**src/rtl/riscv_pkg.sv**
```systemverilog
// Shared RV32I pipeline definitions: ALU ops, forward selects,
// writeback sources, branch conditions and the EX/MEM bundle.
package riscv_pkg;

  localparam logic [3:0] ALU_ADD   = 4'b0000;
  localparam logic [3:0] ALU_SUB   = 4'b0001;
  localparam logic [3:0] ALU_AND   = 4'b0010;
  localparam logic [3:0] ALU_OR    = 4'b0011;
  localparam logic [3:0] ALU_XOR   = 4'b0100;
  localparam logic [3:0] ALU_SLT   = 4'b0101;
  localparam logic [3:0] ALU_SLTU  = 4'b0110;
  localparam logic [3:0] ALU_SLL   = 4'b0111;
  localparam logic [3:0] ALU_SRL   = 4'b1000;
  localparam logic [3:0] ALU_SRA   = 4'b1001;
  localparam logic [3:0] ALU_PASSB = 4'b1010;

  localparam logic [1:0] FWD_NONE = 2'b00;
  localparam logic [1:0] FWD_WB   = 2'b01;
  localparam logic [1:0] FWD_MEM  = 2'b10;

  localparam logic [1:0] RES_ALU = 2'b00;
  localparam logic [1:0] RES_MEM = 2'b01;
  localparam logic [1:0] RES_PC4 = 2'b10;

  localparam logic [2:0] F3_BEQ  = 3'b000;
  localparam logic [2:0] F3_BNE  = 3'b001;
  localparam logic [2:0] F3_BLT  = 3'b100;
  localparam logic [2:0] F3_BGE  = 3'b101;
  localparam logic [2:0] F3_BLTU = 3'b110;
  localparam logic [2:0] F3_BGEU = 3'b111;

  typedef struct packed {
    logic [31:0] alu_result;
    logic [31:0] write_data;
    logic [31:0] pc_plus4;
    logic [4:0]  rd;
    logic [2:0]  funct3;
    logic [1:0]  result_src;
    logic        regwrite_en;
    logic        memwrite_en;
    logic        misalign;
  } ex_mem_t;

endpackage

```
**src/rtl/alu.sv**
```systemverilog
// RV32I combinational ALU; unknown op codes yield zero.
module alu
  import riscv_pkg::*;
(
  input  logic [31:0] a,
  input  logic [31:0] b,
  input  logic [3:0]  ctrl,
  output logic [31:0] y
);

  logic [4:0] sh;
  assign sh = b[4:0];

  always_comb begin
    y = '0;
    case (ctrl)
      ALU_ADD:   y = a + b;
      ALU_SUB:   y = a - b;
      ALU_AND:   y = a & b;
      ALU_OR:    y = a | b;
      ALU_XOR:   y = a ^ b;
      ALU_SLT:   y = {31'd0, $signed(a) < $signed(b)};
      ALU_SLTU:  y = {31'd0, a < b};
      ALU_SLL:   y = a << sh;
      ALU_SRL:   y = a >> sh;
      ALU_SRA:   y = $unsigned($signed(a) >>> sh);
      ALU_PASSB: y = b;
      default:   y = '0;
    endcase
  end

endmodule

```
**src/rtl/execute_stage.sv**
```systemverilog
// RV32I execute stage with EX/MEM register.
// Optional EXEC_MISALIGN_TRAP_EN traps redirects with target bit1 set.
module execute_stage
  import riscv_pkg::*;
#(
  parameter int XLEN = 32
) (
  input  logic            clk,
  input  logic            rst,
  input  logic            stall_m,
  input  logic            flush_e,
  input  logic [XLEN-1:0] id_ex_pc,
  input  logic [XLEN-1:0] id_ex_pc_plus4,
  input  logic [XLEN-1:0] id_ex_rd1,
  input  logic [XLEN-1:0] id_ex_rd2,
  input  logic [XLEN-1:0] id_ex_imm,
  input  logic [4:0]      id_ex_rd,
  input  logic [3:0]      id_ex_alu_ctrl,
  input  logic [2:0]      id_ex_funct3,
  input  logic            id_ex_alu_src,
  input  logic            id_ex_op_a_pc,
  input  logic            id_ex_regwrite_en,
  input  logic            id_ex_memwrite_en,
  input  logic            id_ex_branch,
  input  logic            id_ex_jump,
  input  logic            id_ex_jalr,
  input  logic [1:0]      id_ex_result_src,
  input  logic [1:0]      forwardAE,
  input  logic [1:0]      forwardBE,
  input  logic [XLEN-1:0] mem_wb_result,
  output logic            pc_src_e,
  output logic [XLEN-1:0] pc_target_e,
  output logic [XLEN-1:0] ex_mem_alu_result,
  output logic [XLEN-1:0] ex_mem_write_data,
  output logic [XLEN-1:0] ex_mem_pc_plus4,
  output logic [4:0]      ex_mem_rd,
  output logic [2:0]      ex_mem_funct3,
  output logic [1:0]      ex_mem_result_src,
`ifdef EXEC_MISALIGN_TRAP_EN
  output logic            ex_mem_misalign,
`endif
  output logic            ex_mem_regwrite_en,
  output logic            ex_mem_memwrite_en
);

  ex_mem_t q, d;
  logic [31:0] fwd_a, fwd_b, src_a, src_b, alu_y;
  logic [31:0] tgt_sum;
  logic        taken, redirect, misalign;

  always_comb begin
    fwd_a = id_ex_rd1;
    case (forwardAE)
      FWD_WB:  fwd_a = mem_wb_result;
      FWD_MEM: fwd_a = q.alu_result;
      default: fwd_a = id_ex_rd1;
    endcase
  end

  always_comb begin
    fwd_b = id_ex_rd2;
    case (forwardBE)
      FWD_WB:  fwd_b = mem_wb_result;
      FWD_MEM: fwd_b = q.alu_result;
      default: fwd_b = id_ex_rd2;
    endcase
  end

  assign src_a = id_ex_op_a_pc ? id_ex_pc : fwd_a;
  assign src_b = id_ex_alu_src ? id_ex_imm : fwd_b;

  alu u_alu (
    .a    (src_a),
    .b    (src_b),
    .ctrl (id_ex_alu_ctrl),
    .y    (alu_y)
  );

  always_comb begin
    taken = 1'b0;
    case (id_ex_funct3)
      F3_BEQ:  taken = fwd_a == fwd_b;
      F3_BNE:  taken = fwd_a != fwd_b;
      F3_BLT:  taken = $signed(fwd_a) < $signed(fwd_b);
      F3_BGE:  taken = $signed(fwd_a) >= $signed(fwd_b);
      F3_BLTU: taken = fwd_a < fwd_b;
      F3_BGEU: taken = fwd_a >= fwd_b;
      default: taken = 1'b0;
    endcase
  end

  assign tgt_sum = (id_ex_jalr ? fwd_a : id_ex_pc) + id_ex_imm;
  assign pc_target_e = id_ex_jalr ? {tgt_sum[31:1], 1'b0}
                                  : tgt_sum;
  assign redirect = id_ex_jump | (id_ex_branch & taken);

`ifdef EXEC_MISALIGN_TRAP_EN
  assign misalign = redirect & pc_target_e[1];
`else
  assign misalign = 1'b0;
`endif

  assign pc_src_e = redirect & ~misalign;

  always_comb begin
    d.alu_result  = alu_y;
    d.write_data  = fwd_b;
    d.pc_plus4    = id_ex_pc_plus4;
    d.rd          = id_ex_rd;
    d.funct3      = id_ex_funct3;
    d.result_src  = id_ex_result_src;
    d.regwrite_en = id_ex_regwrite_en & ~misalign;
    d.memwrite_en = id_ex_memwrite_en & ~misalign;
    d.misalign    = misalign;
  end

  always_ff @(posedge clk or posedge rst) begin
    if (rst)          q <= '0;
    else if (flush_e) q <= '0;
    else if (!stall_m) q <= d;
  end

  assign ex_mem_alu_result  = q.alu_result;
  assign ex_mem_write_data  = q.write_data;
  assign ex_mem_pc_plus4    = q.pc_plus4;
  assign ex_mem_rd          = q.rd;
  assign ex_mem_funct3      = q.funct3;
  assign ex_mem_result_src  = q.result_src;
  assign ex_mem_regwrite_en = q.regwrite_en;
  assign ex_mem_memwrite_en = q.memwrite_en;
`ifdef EXEC_MISALIGN_TRAP_EN
  assign ex_mem_misalign    = q.misalign;
`else
  logic unused_misalign;
  assign unused_misalign = q.misalign;
`endif

endmodule

```
**config.mk**
```make
export PLATFORM = sky130hd
export DESIGN_NAME = execute_stage
export DESIGN_NICKNAME = d
export VERILOG_FILES = /design/src/rtl/riscv_pkg.sv /design/src/rtl/alu.sv /design/src/rtl/execute_stage.sv
export SDC_FILE = /design/constraint.sdc
export NUM_CORES = 1
export LEC_CHECK = 0
export ABC_CLOCK_PERIOD_IN_PS = 7800
export CAP_MARGIN = 20
export CORE_UTILIZATION = 32
export CTS_CLUSTER_SIZE = 14
export DETAILED_ROUTE_END_ITERATION = 8
export PLACE_DENSITY = 0.57
export SKIP_CTS_REPAIR_TIMING = 1
export SYNTH_ARGS = -nofsm -noshare
export SYNTH_HDL_FRONTEND = slang
export SYNTH_SLANG_ARGS = --single-unit
```
**constraint.sdc**
```tcl
create_clock -name clk -period 7.8 [get_ports clk]
set_clock_uncertainty 0.2 [all_clocks]
set_input_delay 1.56 -clock clk [delete_from_list [all_inputs] [get_ports clk]]
set_output_delay 1.56 -clock clk [all_outputs]
set_load 0.01 [all_outputs]
```
* Yosys cells after proc, flatten, opt, wreduce, memory -nomap -nowiden
Cells that the tools add are included.
** Word-level totals
- Logic and storage cells :: 59
- Output and inout port bits :: 141
- Register bits :: 108
- Input bits :: 221
** Cells by class
- Shift operators :: 3
- Eq/ne operators :: 22
- Bitwise operators :: 5
- Add/sub/neg operators :: 3
- Order comparisons :: 6
- Muxes and demuxes :: 10
- Reduce and logical (&&, ||, !) cells :: 2
** Operators by type and width (number)
- $pmux W32 S11 :: 1
- $mux W109 :: 2
- $lt A32 B32 Y1 :: 4
- $pmux W32 S2 :: 2
- $mux W32 :: 3
- $add A32 B32 Y32 :: 2
- $ge A32 B32 Y1 :: 2
- $and A32 B32 Y32 :: 1
- $eq A32 B32 Y1 :: 1
- $ne A32 B32 Y1 :: 1
- $or A32 B32 Y32 :: 1
- $shl A32 B5 Y32 :: 1
- $shr A32 B5 Y32 :: 1
- $sshr A32 B5 Y32 :: 1
- $sub A32 B32 Y32 :: 1
- $xor A32 B32 Y32 :: 1
- $eq A4 B3 Y1 const B :: 4
- $eq A3 B3 Y1 const B :: 4
- $eq A4 B4 Y1 const B :: 3
- $eq A4 B2 Y1 const B :: 2
- $pmux W1 S6 :: 1
- $eq A2 B1 Y1 const B :: 2
- $eq A2 B2 Y1 const B :: 2
- $eq A4 B1 Y1 const B :: 1
- 7 further kinds :: 7

* Depth between registers and ports, before layout
- Word-level depth :: 7
- Gate-level depth with buffers :: 23

* Modules after synthesis
From an unflattened synthesis, not the netlist that was laid out.
** Unflattened totals
- Cell total of the unflattened synthesis :: 2381
- Area, all modules :: 17570.6 µm²
** Modules (own cells, without submodules)
- execute_stage :: times used 1, cells an instance 1054, area an instance 8922.3 µm²
- alu :: times used 1, cells an instance 1327, area an instance 8648.3 µm²

* Least setup slack after synthesis
Ideal clock, no wire load.
- Kind :: in2out
- Start :: in forwardAE[0]
- End :: out pc_target_e[28]
- Setup slack :: 0.499 ns
- Arrival :: 5.541 ns
- Stages :: 19
- Required time :: 6.040 ns
- Cells stage by stage :: inv_1 > ha_1 > buf_2 > buf_2 > o21ai_0 > mux2_2 > ha_1 > fa_1 > a211oi_1 > o21ai_0 > nand3_1 > a21oi_1 > a221oi_1 > a21oi_1 > a41o_1 > o41a_1 > nand4_1 > nand3b_1 > xor2_1
** Between the ends
- Longest elaborated chain between the ends :: 4
** RTL lines
- from (decl) :: line execute_stage.sv:28 : input logic [1:0] forwardAE,
- $eq A2 B2 Y1 or $eq A2 B1 Y1 (tied branches) :: line execute_stage.sv:53 : case (forwardAE)
- $pmux W32 S2 (*) :: line execute_stage.sv:53
- $mux W32 (*) :: line execute_stage.sv:92 : assign tgt_sum = (id_ex_jalr ? fwd_a : id_ex_pc) + id_ex_imm;
- $add A32 B32 Y32 (*) :: line execute_stage.sv:92
- to (decl) :: line execute_stage.sv:32 : output logic [XLEN-1:0] pc_target_e,
Every way passes the cells marked *; elsewhere a longest branch is shown, timed or not.

* Final worst setup path
- Start :: in forwardBE[0]
- End :: out pc_src_e
** Between the ends
- Longest elaborated chain between the ends :: 6
** RTL lines
- from (decl) :: line execute_stage.sv:29 : input logic [1:0] forwardBE,
- $eq A2 B2 Y1 or $eq A2 B1 Y1 (tied branches) :: line execute_stage.sv:62 : case (forwardBE)
- $pmux W32 S2 (*) :: line execute_stage.sv:62
- $ge A32 B32 Y1 (tied with other cells) :: line execute_stage.sv:87 : F3_BGEU: taken = fwd_a >= fwd_b;
- $pmux W1 S6 (*) :: line execute_stage.sv:81 : case (id_ex_funct3)
- $and A1 B1 Y1 (*) :: line execute_stage.sv:95 : assign redirect = id_ex_jump | (id_ex_branch & taken);
- $or A1 B1 Y1 (*) :: line execute_stage.sv:95
- to (decl) :: line execute_stage.sv:31 : output logic pc_src_e,
Marks and branches as above.

==> metrics.md <==
| Metric | Value |
|---|---|
| Post-detail-place hpwl | `78,490 microns` |
| PnR Total Power | `around 0.0038 W` |
| Root Driver | `clkbuf_16` |
| # setup viols final | `0` |
| Worst Path Max Fanout | `12` |
| Mapped Cells | `between 2,000 and 2,500` |
| Internal power | `~0.002 W` |
| TritonCTS buffer count | `9` |
| Die area | `a little under 60,000 sq um` |
| DRC violations left | `0` |
| Period utilization | `a little over nine tenths` |
| Sw power | `0.001827 W` |
| Highest Clock Rate | `around 130 MHz` |
| Mean post-synth cell area | `7.327 sq um` |
| Min Clock Period, post-route | `between 7000 and 8000 ps` |
| Post-Syn Area | `~18,000 sq um` |
| Register area | `~2700 sq um` |
| Most numerous cell in the Yosys netlist | `nor2_1` |
| Async set-reset flop share out of synthesis | `100.0%` |
| Maximum vdd ir drop | `between 90 and 100 uV` |
| Crit Path Class | `in -> out` |
| Vias in the first global route | `~21,000` |
| CTS tree | `done` |
| Status | `completed` |
| Routed vias/inst | `5.982` |
| Seq pwr share | `16.7%` |
| Initial antenna violation count | `11` |
| Distinct cells, synth | `94` |
| 1st-pass router iterations | `6` |
| Synth top area share | `~15%` |
| Input/output buffers | `roughly 360` |
| CTS H-Tree Depth | `3` |
| Worst Path Required | `between 6000 and 7000 ps` |
| Most used DFF post-synth | `dfrtp_1` |
| Final antenna-violating net count | `0` |
| Fillers | `just under 6,000` |
| Critical Path AT | `around 6000 ps` |
| Hold slack | `roughly 320 ps` |
| Iter 0 DRT Violations | `about 2,300` |
| I/O pins | `roughly 360` |
| Die Width | `approximately 240 microns` |
| FF+latch count, synth | `108` |
| Core area | `between 50,000 and 60,000 sq um` |
| Final hold vios | `0` |
| Clk_lat worst skew | `400 ps` |
| Layout Area Growth over Synthesis | `33.75%` |
| Sw Ratio | `between 40 and 50%` |
| Cells taking the most area after synthesis | `dfrtp_1 15%, ha_1 12%, mux2i_1 7.3%` |
| DRT Wirelength | `just under 100,000 microns` |
| RSZ-0062 raised after global routing | `false` |
| Via Count | `around 22,000` |
| Syn_nets | `a little under 3,000` |
| Initial Util | `about 32%` |
| Routed length per instance | `26.51 microns` |
| GRT Total Usage | `~33%` |
| Largest net degree at the start of global routing | `79` |
| CP startpoint kind | `primary input` |
| First-pass GRT wire length | `between 100,000 and 150,000 microns` |
| HP Start | `ex_mem_write_data[12]` |
| Worst R2R Start | `ex_mem_alu_result[0]` |
| Top post-synthesis cells by count | `306 x nor2_1, 222 x nand2_1, 219 x a21oi_1` |
| Clock sink total | `~110` |
| Share of layout cells above drive strength 1 | `13.79%` |
| Remaining Overflow, GRT | `0` |
| Slew HR | `approximately 22%` |
| Multi-input logic area | `around 14,000 sq um` |
| Nets@finish | `3,327` |
| TNS Setup | `0 ps` |
| HP Class | `reg -> reg` |
| Slew @ Worst Pin | `between 1000 and 1500 ps` |
| Pwr/cell area | `~160 nW/um^2` |
| Power share of the combinational group | `69.4%` |
| CTS clock-pin slew for the worst setup and hold paths | `about 70 ps` |
| Gp weighted congestion | `between 0.9 and 1` |
| Post-synth EDFFs | `0` |
| Reported max-cap violation count | `0` |
| Ys Warns | `0` |
| Clock share of power | `around 14%` |
| Clk buf depth | `2` |
| Area leader, netlist | `dfrtp_1` |
| Seq/Total Area, Yosys | `14.83%` |
| Die Ht | `240.7 microns` |
| Start point of the critical path | `forwardBE[0]` |
| Fin. max-slew vios | `0` |
| Critical Path End Type | `output pin` |
| Pleak | `roughly 11 nW` |
| Rows | `87` |
==> final timing paths <==
path	endpoint	cells past startpoint	slack, ps
worst min-delay path	ex_mem_write_data[12]	2	320
worst max register to register	ex_mem_alu_result[24]	18	2640
worst max-delay path	pc_src_e	20	120
worst min register to register	ex_mem_write_data[12]	2	320
max in group asynchronous	ex_mem_alu_result[8]	3	4720
min in group asynchronous	ex_mem_rd[0]	2	1500
==> routing by layer <==
| metal | wire (microns) | GRT usage, % |
|---|---|---|
| met5 | 21 | 0 |
| met2 | 43210 | 51.37 |
| met4 | 4356 | 14.28 |
| met3 | 8513 | 5.810 |
| met1 | 41990 | 43.56 |
==> per-stage QoR <==
step / setup WS [ps] / cells / instance area (sq um) / util, %
global route: 2.711 / 3699 / 24380 / 43.23
floorplan: 498.9 / 2488 / 18230 / -
global placement: -712.0 / 3675 / 23880 / 42.35
CTS: -732.4 / 3691 / 24210 / 42.93
finish: 123.4 / 3700 / 24380 / 43.24
detailed placement: -711.2 / 3676 / 23890 / 42.36
==> power groups by stage <==
stage,registers [W],logic [W],clock network [W]
final,0.000639,0.00266,0.000533
after global routing,0.000642,0.00284,0.000563
after CTS,0.000638,0.00259,0.000546
after detailed placement,0.000649,0.00257,0
after global placement,0.000648,0.00256,0
after floorplan,0.000649,0.00149,0
==> cell families after synthesis <==
logic type                 after synthesis  synth area share, %
adders and majority gates              174                12.07
xor gates and xnor gates                38                1.826
AOI/OAI and AO/OA                      938                35.34
DFF                                    108                14.83
and+or+nand+nor                        763                18.68
buffers and inverters                  290                7.118
muxes                                  177                10.14
==> flip-flops by register name, indices dropped and copies added (netlist names) <==
register and count:
ex_mem_pc_plus4 32, ex_mem_memwrite_en 1, ex_mem_regwrite_en 1, ex_mem_rd 5, ex_mem_funct3 3, ex_mem_write_data 32
ex_mem_result_src 2, ex_mem_alu_result 32
==> layout make-up <==
cell class / count / share of cell area (%)
Antenna cell: 8 / 0.08211
Clock buffer: 9 / 0.9237
Clock inverter: 6 / 0.3900
Inverter: 107 / 1.699
Multi-Input combinational cell: 2090 / 58.88
Sequential cell: 108 / 11.08
Tap cell: 756 / 3.880
Timing Repair Buffer: 616 / 23.06
==> worst max-delay path: stages <==
cell and delay, ps:
clkdlybuf4s50_1 480, inv_1 50, ha_1 330, buf_4 170
buf_4 190, buf_4 180, buf_4 150, a221o_1 260
o21ai_0 210, ha_1 350, a21o_1 170, a21o_1 180
a21o_1 190, a31oi_1 170, o21ai_1 120, o31ai_2 340
a21oi_1 120, a311o_1 330, a31o_2 210, dlymetal6s2s_1 170
==> cells in the final DEF (no fill, tap or decap), types with 12 or more instances in the layout <==
cell,n
o211ai_1,36
nor2b_1,18
inv_1,90
a221oi_1,26
nand2_1,221
nor2_1,305
a21o_1,53
a21oi_1,215
buf_4,248
o21ai_1,18
xor2_1,13
ha_1,167
nand4_1,13
o21a_1,54
a211oi_1,29
o21bai_1,18
nand3_1,29
nor3_1,30
inv_2,12
xnor2_1,25
clkdlybuf4s50_1,346
dfrtp_1,108
nand2b_1,82
a22o_1,30
o21ai_0,183
mux2_2,40
o22ai_1,31
a31oi_1,32
o221ai_1,15
mux2i_1,133
a22oi_1,22
a221o_1,43
No activity file was read; power rests on OpenSTA's default activity.
